## config.mk

```make
export PLATFORM = sky130hd
export DESIGN_NAME = seg7_count_display
export DESIGN_NICKNAME = d
export VERILOG_FILES = /design/src/rtl/seg7_pkg.sv /design/src/rtl/bin2bcd_seq.sv /design/src/rtl/seg7_count_display.sv
export SDC_FILE = /design/constraint.sdc
export NUM_CORES = 1
export LEC_CHECK = 0
export ABC_AREA = 1
export CAP_MARGIN = 10
export CORE_MARGIN = 2
export CORE_UTILIZATION = 50
export DETAILED_ROUTE_END_ITERATION = 8
export PLACE_DENSITY = 0.68
export SLEW_MARGIN = 20
export SYNTH_ARGS = -nofsm -noshare
export SYNTH_HDL_FRONTEND = slang
export SYNTH_SLANG_ARGS = --single-unit
```

## constraint.sdc

```tcl
create_clock -name clk50m -period 2.5 [get_ports clk50m]
set_clock_uncertainty 0.15 [all_clocks]
set_input_delay 0.625 -clock clk50m [delete_from_list [all_inputs] [get_ports clk50m]]
set_output_delay 0.625 -clock clk50m [all_outputs]
set_load 0.01 [all_outputs]
```

## src/rtl/seg7_pkg.sv

```systemverilog
// Shared types, constants and segment decoder for the 3-digit counter display.
// Segment vectors are active-low, bit 0 = a ... bit 6 = g.
package seg7_pkg;

  typedef enum logic [1:0] {
    S_IDLE,
    S_SHIFT,
    S_UPDATE
  } conv_state_t;

  localparam logic [6:0] SEG_BLANK  = 7'h7F;
  localparam logic [2:0] SEG_OFF_AN = 3'b111;

  // Active-low glyph for one BCD nibble; non-decimal codes show nothing.
  function automatic logic [6:0] bcd_to_seg(input logic [3:0] d);
    logic [6:0] s;
    case (d)
      4'd0:    s = 7'h40;
      4'd1:    s = 7'h79;
      4'd2:    s = 7'h24;
      4'd3:    s = 7'h30;
      4'd4:    s = 7'h19;
      4'd5:    s = 7'h12;
      4'd6:    s = 7'h02;
      4'd7:    s = 7'h78;
      4'd8:    s = 7'h00;
      4'd9:    s = 7'h10;
      default: s = SEG_BLANK;
    endcase
    return s;
  endfunction

endpackage

```

## src/rtl/bin2bcd_seq.sv

```systemverilog
// Sequential double-dabble: 8-bit binary to three BCD digits, one
// add-3-then-shift step per clock. done pulses for one clock while bcd is valid.
module bin2bcd_seq
  import seg7_pkg::*;
(
  input  logic        clk50m,
  input  logic        rs,
  input  logic        start,
  input  logic [7:0]  bin,
  output logic        done,
  output logic [11:0] bcd
);

  conv_state_t state;
  logic [19:0] sh;
  logic [3:0]  bit_cnt;

  // One double-dabble step: correct every BCD nibble >= 5, then shift left.
  function automatic logic [19:0] dabble_step(input logic [19:0] v);
    logic [19:0] a;
    a = v;
    for (int i = 0; i < 3; i++) begin
      if (a[8 + 4*i +: 4] >= 4'd5)
        a[8 + 4*i +: 4] = a[8 + 4*i +: 4] + 4'd3;
    end
    return {a[18:0], 1'b0};
  endfunction

  // Converter FSM with its shift datapath; done is registered on the last shift.
  always_ff @(posedge clk50m or negedge rs) begin
    if (!rs) begin
      state   <= S_IDLE;
      sh      <= '0;
      bit_cnt <= '0;
      done    <= 1'b0;
    end else begin
      done <= 1'b0;
      case (state)
        S_IDLE: begin
          if (start) begin
            sh      <= {12'd0, bin};
            bit_cnt <= '0;
            state   <= S_SHIFT;
          end
        end
        S_SHIFT: begin
          sh      <= dabble_step(sh);
          bit_cnt <= bit_cnt + 4'd1;
          if (bit_cnt == 4'd7) begin
            state <= S_UPDATE;
            done  <= 1'b1;
          end
        end
        S_UPDATE: state <= S_IDLE;
        default:  state <= S_IDLE;
      endcase
    end
  end

  assign bcd = sh[19:8];

endmodule

```

## src/rtl/seg7_count_display.sv

```systemverilog
// Counter display stage: watches dem8_bit, reconverts it to BCD whenever it
// differs from the last converted value, and scans three common-anode digits.
// Optional build macro LEADING_ZERO_BLANK_EN blanks leading zero digits.
module seg7_count_display
  import seg7_pkg::*;
#(
  parameter int SCAN_DIV = 50000
)(
  input  logic       clk50m,
  input  logic       rs,
  input  logic [7:0] dem8_bit,
  output logic [6:0] seg,
  output logic [2:0] an,
  output logic       busy
);

  localparam int              DIV_W    = (SCAN_DIV > 1) ? $clog2(SCAN_DIV) : 1;
  localparam logic [DIV_W-1:0] DIV_LAST = DIV_W'(SCAN_DIV - 1);

  logic [7:0]       last_bin;
  logic [7:0]       cap_bin;
  logic [2:0][3:0]  dig;
  logic [DIV_W-1:0] div_cnt;
  logic [1:0]       idx;
  logic             start;
  logic             done;
  logic [11:0]      bcd;
  logic [3:0]       cur_dig;
  logic             cur_blank;

  // A new conversion is only requested while the converter is idle; busy
  // tracks the converter's non-idle span (set on start, cleared on done).
  assign start = !busy && (dem8_bit != last_bin);

  bin2bcd_seq u_conv (
    .clk50m (clk50m),
    .rs     (rs),
    .start  (start),
    .bin    (dem8_bit),
    .done   (done),
    .bcd    (bcd)
  );

  // Capture the value being converted and commit digits when the converter finishes.
  always_ff @(posedge clk50m or negedge rs) begin
    if (!rs) begin
      busy     <= 1'b0;
      last_bin <= '0;
      cap_bin  <= '0;
      dig      <= '0;
    end else if (done) begin
      dig      <= bcd;
      last_bin <= cap_bin;
      busy     <= 1'b0;
    end else if (start) begin
      cap_bin <= dem8_bit;
      busy    <= 1'b1;
    end
  end

  // Scan divider and digit slot; an out-of-range slot recovers to units.
  always_ff @(posedge clk50m or negedge rs) begin
    if (!rs) begin
      div_cnt <= '0;
      idx     <= 2'd0;
    end else begin
      if (div_cnt == DIV_LAST) div_cnt <= '0;
      else                     div_cnt <= div_cnt + 1'b1;

      if (idx == 2'd3)
        idx <= 2'd0;
      else if (div_cnt == DIV_LAST)
        idx <= (idx == 2'd2) ? 2'd0 : idx + 2'd1;
    end
  end

  // Select the nibble for the current slot and decide whether it is blanked.
  always_comb begin
    cur_dig   = 4'd0;
    cur_blank = 1'b0;
    case (idx)
      2'd0: cur_dig = dig[0];
      2'd1: begin
        cur_dig = dig[1];
`ifdef LEADING_ZERO_BLANK_EN
        cur_blank = (dig[2] == 4'd0) && (dig[1] == 4'd0);
`endif
      end
      2'd2: begin
        cur_dig = dig[2];
`ifdef LEADING_ZERO_BLANK_EN
        cur_blank = (dig[2] == 4'd0);
`endif
      end
      default: cur_blank = 1'b1;
    endcase
  end

  // Registered display drive, refreshed every clock.
  always_ff @(posedge clk50m or negedge rs) begin
    if (!rs) begin
      seg <= SEG_BLANK;
      an  <= SEG_OFF_AN;
    end else begin
      an  <= (idx == 2'd3) ? SEG_OFF_AN : ~(3'b001 << idx);
      seg <= cur_blank ? SEG_BLANK : bcd_to_seg(cur_dig);
    end
  end

endmodule

```

==> metrics.cfg, run 1 <==
[yosys]
syn_inst = 496
ys_warn_count = 0
synth-seq-area-share_pct = 51.6
synth.distinct_cells = 33
synth.net_count = 519
avgSynthCellArea_um2 = 8.27
ys_seq_elements = 84
synth.cell_area_mm2 = 0.00410

[power_and_ir_drop]
peakVddDrop_mv = 0.375
p_leak_uw = 0.00233
power.total_uw = 4740
powerDensity_mw_per_mm2 = 1020

[floorplanning]
pin_count = 21
die_area_mm2 = 0.00894
core.rowCount = 33
die_w_um = 94.6
die_h_um = 94.6
initial_core_util_pct = 50.7
core_mm2 = 0.00809

[route]
avgViaCountPerCell = 5.04
wl_per_cell_um = 12.4
routed_wl_mm = 7.81
ant_nets = 0
drc = 0
dr.pass1.iters = 4
drtIter0Drc = 178
vias = 3181

[clock_network]
cts_setup_buffers = 0
post_cts_resized = 0
cts_num_sinks = 84
cts_max_level = 3
cts_hold_buf = 0
cts-buffers-inserted = 9
clock_tree.root_cell = clkbuf_8
clock_path_buffers = 2
clk_pin_slew_ns = 0.09
cts_tree = done
clk_latency_ns = 0.35

[setup_path]
crit_path_cell_trace = clkdlybuf4s50_1
worstSetupPathType = flop to primary output
cp.required_ns = 1.73
worst_ep_arrival_time_ns = 1.39
path_buf_inv = 1
crit_fanout = 1
crit_path_top_delay_cell = dfstp_2
max_stage_delay_ns = 0.52
crit_family = flip-flops
crit_path_end_kind = primary output
cp-start-kind = flop

[finish]
num-nets-final = 544
area_growth_syn_to_layout_pct = 13.2
drive_gt1_share_pct = 10.1
num-fill-cells = 756
antenna_cells = 0

[timing]
timing.fmax_ghz = 0.462
setup_viol = 0
min_period_over_period_pct = 86.6
hold_viol = 0
fin_setup_tns_ns = 0
tightest_slew_ns = 0.579
maxSlewHeadroom_pct = 61.3
finalCriticalPeriod_ns = 2.16
rsz0062_at_grt = false
maxSlewViolCount = 0

[global_route]
track_usage_pct = 19.4
grt_overflow = 0
grt_pass1_wl_mm = 13.6
grt_pass1_vias = 2946
antenna_found_initial = 0
grt_max_degree = 45

[placed_design]
dpl.hpwl_mm = 5.44
port_buffers = 20
routabilityCongestion = 0.815

[flow_run]
drv_cap = 0

[min_path]
hp-class = input port to asynchronous set/reset pin

[run_status]
status = finished, final reports clean

routing by layer:
metal  up-vias  global-route usage (%)  part of all wire [%]
met5         -                       0                     0
met1      1503                    28.7                    50
met2        50                    28.6                    45
met4         0                    6.76                  0.97
li1       1622                       -                     -
met3         6                    3.91                   3.8
through the flow:
step / hold WS, ns / std cells / util, % / instance area (um2) / worst slack, ns
after floorplan: 0.179 / 496 / - / 4100 / 0.738
after global placement: 0.298 / 615 / 54.7 / 4430 / 0.249
after detailed placement: 0.313 / 615 / 54.7 / 4430 / 0.224
after CTS: 0.123 / 631 / 57.3 / 4640 / 0.318
after global routing: 0.151 / 631 / 57.3 / 4640 / 0.289
final: 0.108 / 631 / 57.3 / 4640 / 0.336
kinds of logic after synthesis:
| family | after synthesis | synth area share (%) |
|---|---|---|
| simple gates | 240 | 25.5 |
| fa+ha+maj | 13 | 3.97 |
| compound gates | 64 | 8.24 |
| xor+xnor | 14 | 2.99 |
| buf+inv | 81 | 7.78 |
| flops | 84 | 51.6 |
power by group:
| part | internal (uW) | switching, uW | leakage, uW | total (uW) |
|---|---|---|---|---|
| combinational | 629 | 912 | 0.00119 | 1540 |
| clock | 560 | 472 | 0.000103 | 1030 |
| sequential | 1860 | 307 | 0.00104 | 2160 |
| total | 3050 | 1690 | 0.00233 | 4740 |
layout by cell type, fill, tap and decap left out, types with 10 or more instances in the layout:
cell type        netlist  routed
ha_1                  13      13
o21ai_0               37      37
inv_1                 59      59
nand3_1               45      45
xor2_1                10      10
nand2_1              135     135
clkdlybuf4s50_1        0      19
a21oi_1               11      11
dfstp_2               10      10
dfrtp_1               74      74
nor2_1                34      34
path summary, 6_finish.rpt:
| path | startpoint | to | slack (ns) | cells past startpoint |
|---|---|---|---|---|
| worst min-delay path | rs | u_conv.sh[18] | 0.11 | 1 |
| min in group clk50m | div_cnt[0] | div_cnt[0] | 0.32 | 1 |
| worst max-delay path | an[0] | an[0] | 0.34 | 1 |
| worst max register to register | idx[1] | seg[3] | 0.51 | 9 |
| worst min register to register | div_cnt[0] | div_cnt[0] | 0.32 | 1 |
| max in group asynchronous | rs | last_bin[0] | 1.43 | 2 |
area by class of cell:
type	count	area [um2]	area share, %
sequential	84	2110	45.6
multi-input combinational	331	1670	35.9
timing repair buffer	27	263	5.66
inverter	68	255	5.50
clock buffer	11	131	2.83
tap	105	131	2.83
clock inverter	5	77.6	1.67
state kept, by name, indices dropped and copies added, names as in the netlist, 3 cells and up:
name	count
u_conv.bit_cnt	4
an	3
u_conv.sh	20
cap_bin	8
seg	7
last_bin	8
dig	12
div_cnt	16
cell usage after synthesis (all sizes together):
master	count	share of area (%)
dfrtp	74	45
o211a	1	0.24
buf	7	1.0
xor2	10	2.1
nand2	138	13
nor3	6	1.1
dfstp	10	6.4
nand4	7	1.1
nor2	35	3.3
clkbuf	6	0.55
o22ai	1	0.15
ha	13	4.0
inv	68	6.2
a31oi	2	0.31
nand3	48	6.2
a21oi	12	1.6
o21ai	46	5.6
nor4	2	0.31
or2	3	0.46
nor3b	1	0.18
xnor2	4	0.85
o211ai	2	0.37
No activity file was read; power rests on OpenSTA's default activity.
==> run 2, diff against run 1 <==
--- a/config.mk
+++ b/config.mk
@@ -8,10 +8,11 @@
 export ABC_AREA = 1
 export CAP_MARGIN = 10
 export CORE_MARGIN = 2
-export CORE_UTILIZATION = 50
+export CORE_UTILIZATION = 60
 export DETAILED_ROUTE_END_ITERATION = 8
-export PLACE_DENSITY = 0.68
+export PLACE_DENSITY = 0.79
 export SLEW_MARGIN = 20
 export SYNTH_ARGS = -nofsm -noshare
 export SYNTH_HDL_FRONTEND = slang
+export SYNTH_HIERARCHICAL = 1
 export SYNTH_SLANG_ARGS = --single-unit
==> run 2 against run 1 <==
Core utilization grew 11 points. Register-to-register slack gained 0.12 ns. Critical path type unchanged. Critical path depth is the same.
==> metrics.cfg, run 2 <==
[clock_network]
clk_latency_ns = 0.35  ; about the same
post_cts_resized = 0  ; unchanged
clock_path_buffers = 2  ; unchanged
cts_max_level = 3  ; unchanged
cts_hold_buf = 0  ; unchanged
cts-buffers-inserted = 9  ; unchanged
cts_setup_buffers = 0  ; unchanged
clk_pin_slew_ns = 0.09  ; about the same
clock_tree.root_cell = clkbuf_8
cts_tree = done
cts_num_sinks = 84  ; unchanged

[setup_path]
path_buf_inv = 1  ; unchanged
r2r_cells = 10  ; +1
r2r-end = seg[5]
worst_ep_arrival_time_ns = 1.40  ; about the same
r2r_slack_ns = 0.63  ; +0.12 ns
crit_path_end_kind = primary output
reg2reg_from = idx[0]
crit_family = flip-flops
crit_path_top_delay_cell = dfstp_2
crit_path_cell_trace = clkdlybuf4s50_1
cp-start-kind = flop
cp.required_ns = 1.73  ; about the same
crit_fanout = 1  ; unchanged
worstSetupPathType = flop to primary output
max_stage_delay_ns = 0.53  ; about the same

[yosys]
synthMostInstantiatedCell = nand2_1
synth.net_count = 544  ; +4.8%
synth-edff-count = 0  ; unchanged
yosys-top-cells-count = nand2_1 (181), dfrtp_1 (74), inv_1 (54)
ys_warn_count = 6  ; +6
synth.distinct_cells = 38  ; +15%
synth.cell_area_mm2 = 0.00430  ; +4.8%
syn_inst = 521  ; +5.0%
yosysTopAreaCell = dfrtp_1
synth_ff_type = dfrtp_1
async_reset_ff_share_pct = 100  ; unchanged
ys_seq_elements = 84  ; unchanged
synthTopCellsByArea = dfrtp_1 (43%), nand2_1 (16%), dfstp_2 (6.1%)
synth_top_area_share_pct = 43.1  ; -2.1 points
avgSynthCellArea_um2 = 8.25  ; -0.24%
synth-seq-area-share_pct = 49.2  ; -2.4 points

[finish]
final-seq-area_mm2 = 0.00211  ; unchanged
drive_gt1_share_pct = 12.8  ; +2.7 points
num-fill-cells = 559  ; -26%
stdcell_count = 643  ; +1.9%
largest_register_ff_count = 20  ; unchanged
layout_common_cells = nand2_1 (181), dfrtp_1 (74), inv_1 (54)
area_growth_syn_to_layout_pct = 9.96
num-nets-final = 565  ; +3.9%
layout_commonest_cell = nand2_1
antenna_cells = 0  ; unchanged
top_register = u_conv/sh
reg_top3 = u_conv/sh: 20 flops, div_cnt: 16 flops, dig: 12 flops
multiInputGateArea_mm2 = 0.00179  ; +7.4%

[route]
drtIter0Drc = 355  ; +99%
vias = 3322  ; +4.4%
ant_nets = 0  ; unchanged
dr.pass1.iters = 5  ; +1
drc = 0  ; unchanged
wl_per_cell_um = 12.5  ; +1.1%
avgViaCountPerCell = 5.17  ; +2.5%
routed_wl_mm = 8.05  ; +3.0%

[floorplanning]
die_h_um = 88.6  ; -6.3%
pin_count = 21  ; unchanged
core.rowCount = 30  ; -9.1%
initial_core_util_pct = 62.6  ; +12 points
die_w_um = 88.6  ; -6.3%
core_mm2 = 0.00687  ; -15%
die_area_mm2 = 0.00785  ; -12%

[timing]
maxSlewHeadroom_pct = 58.6  ; -2.7 points
rsz0062_at_grt = false
maxSlewViolCount = 0  ; unchanged
setup_viol = 0  ; unchanged
finalCriticalPeriod_ns = 2.18  ; +0.0123 ns
fin_setup_tns_ns = 0  ; unchanged
timing.fmax_ghz = 0.460  ; -0.57%
tightest_slew_ns = 0.621  ; +0.0420 ns
hold_ws_ns = 0.119  ; +0.0118 ns
min_period_over_period_pct = 87.0  ; +0.49 points
hold_viol = 0  ; unchanged

[power_and_ir_drop]
power.total_uw = 4690  ; -0.96%
powerDensity_mw_per_mm2 = 993  ; -2.7%
p_leak_uw = 0.00241  ; +3.2%
peakVddDrop_mv = 0.621  ; +66%

[run_status]
status = finished, final reports clean

[global_route]
use_met1_pct = 33.5  ; +4.8 points
grt_max_degree = 51  ; +13%
grt_pass1_wl_mm = 14.4  ; +5.8%
track_usage_pct = 23.7  ; +4.3 points
grt_overflow = 0  ; unchanged
top_usage_layer = met2
gr-usage-met3_pct = 3.82  ; -0.086 points
grt_pass1_vias = 3218  ; +9.2%
grt_util_met2_pct = 37.0  ; +8.5 points
antenna_found_initial = 0  ; unchanged

[placed_design]
port_buffers = 20  ; unchanged
routabilityCongestion = 0.956  ; +17%
placed_cells = 627  ; +2.0%
dpl.hpwl_mm = 5.84  ; +7.3%

[flow_run]
drv_cap = 0  ; unchanged

[min_path]
hp-class = input port to asynchronous set/reset pin

==> run 2: power by group <==
part           total (uW)  switching [uW]  internal [uW]
Sequential           2160             321           1840
Combinational        1690            1020            666
Clock                 848             460            387
Total                4690            1800           2890
==> run 2: how the worst max path moves through the flow <==
stage / from / end / slack [ns] / cells after the start
finish: an[2] / an[2] / 0.32 / 1
global route: dem8_bit[3] / u_conv/sh[3] / 0.21 / 11
CTS: seg[6] / seg[6] / 0.30 / 1
detailed placement: dem8_bit[1] / u_conv/sh[4] / 0.03 / 11
global placement: dem8_bit[1] / u_conv/sh[1] / 0.06 / 11
floorplan: dem8_bit[0] / u_conv/bit_cnt[2] / 0.70 / 12
==> run 2: stage by stage <==
stage                     area (um2)  setup WS [ns]  util (%)
final                           4720          0.324      68.8
after global routing            4720          0.212      68.8
after global placement          4550         0.0647      66.3
after floorplan                 4300          0.696         -
after detailed placement        4550         0.0333      66.3
after CTS                       4720          0.301      68.8
==> run 2: kinds of logic after synthesis <==
family / Yosys count / share of synthesized area [%]
XOR/XNOR: 10 / 2.04
buffers and inverters: 83 / 9.14
adder cells (fa/ha/maj): 13 / 3.79
AO/OA/AOI/OAI: 45 / 5.97
flip-flops: 84 / 49.2
AND/OR/NAND/NOR: 286 / 29.8
==> run 2: per-layer routing <==
layer | part of all wire [%] | up-vias
met5 | 0 | -
met4 | 1.7 | 0
met3 | 5.2 | 14
met2 | 45 | 85
met1 | 48 | 1547
li1 | - | 1676
==> run 2: layout make-up <==
type / count / area share, %
clock buffers: 12 / 3.07
multi-input cells: 354 / 37.9
well taps: 96 / 2.54
repair buffers: 30 / 6.04
clock inverters: 4 / 0.556
inverters: 63 / 5.16
flip-flops and latches: 84 / 44.8
==> run 3, diff against run 2 <==
--- a/config.mk
+++ b/config.mk
@@ -10,6 +10,7 @@
 export CORE_MARGIN = 2
 export CORE_UTILIZATION = 60
 export DETAILED_ROUTE_END_ITERATION = 8
+export GPL_ROUTABILITY_DRIVEN = 0
 export PLACE_DENSITY = 0.79
 export SLEW_MARGIN = 20
 export SYNTH_ARGS = -nofsm -noshare
==> results of run 3 <==
The final DEF is identical to that of run 2; final timing and power are the same.
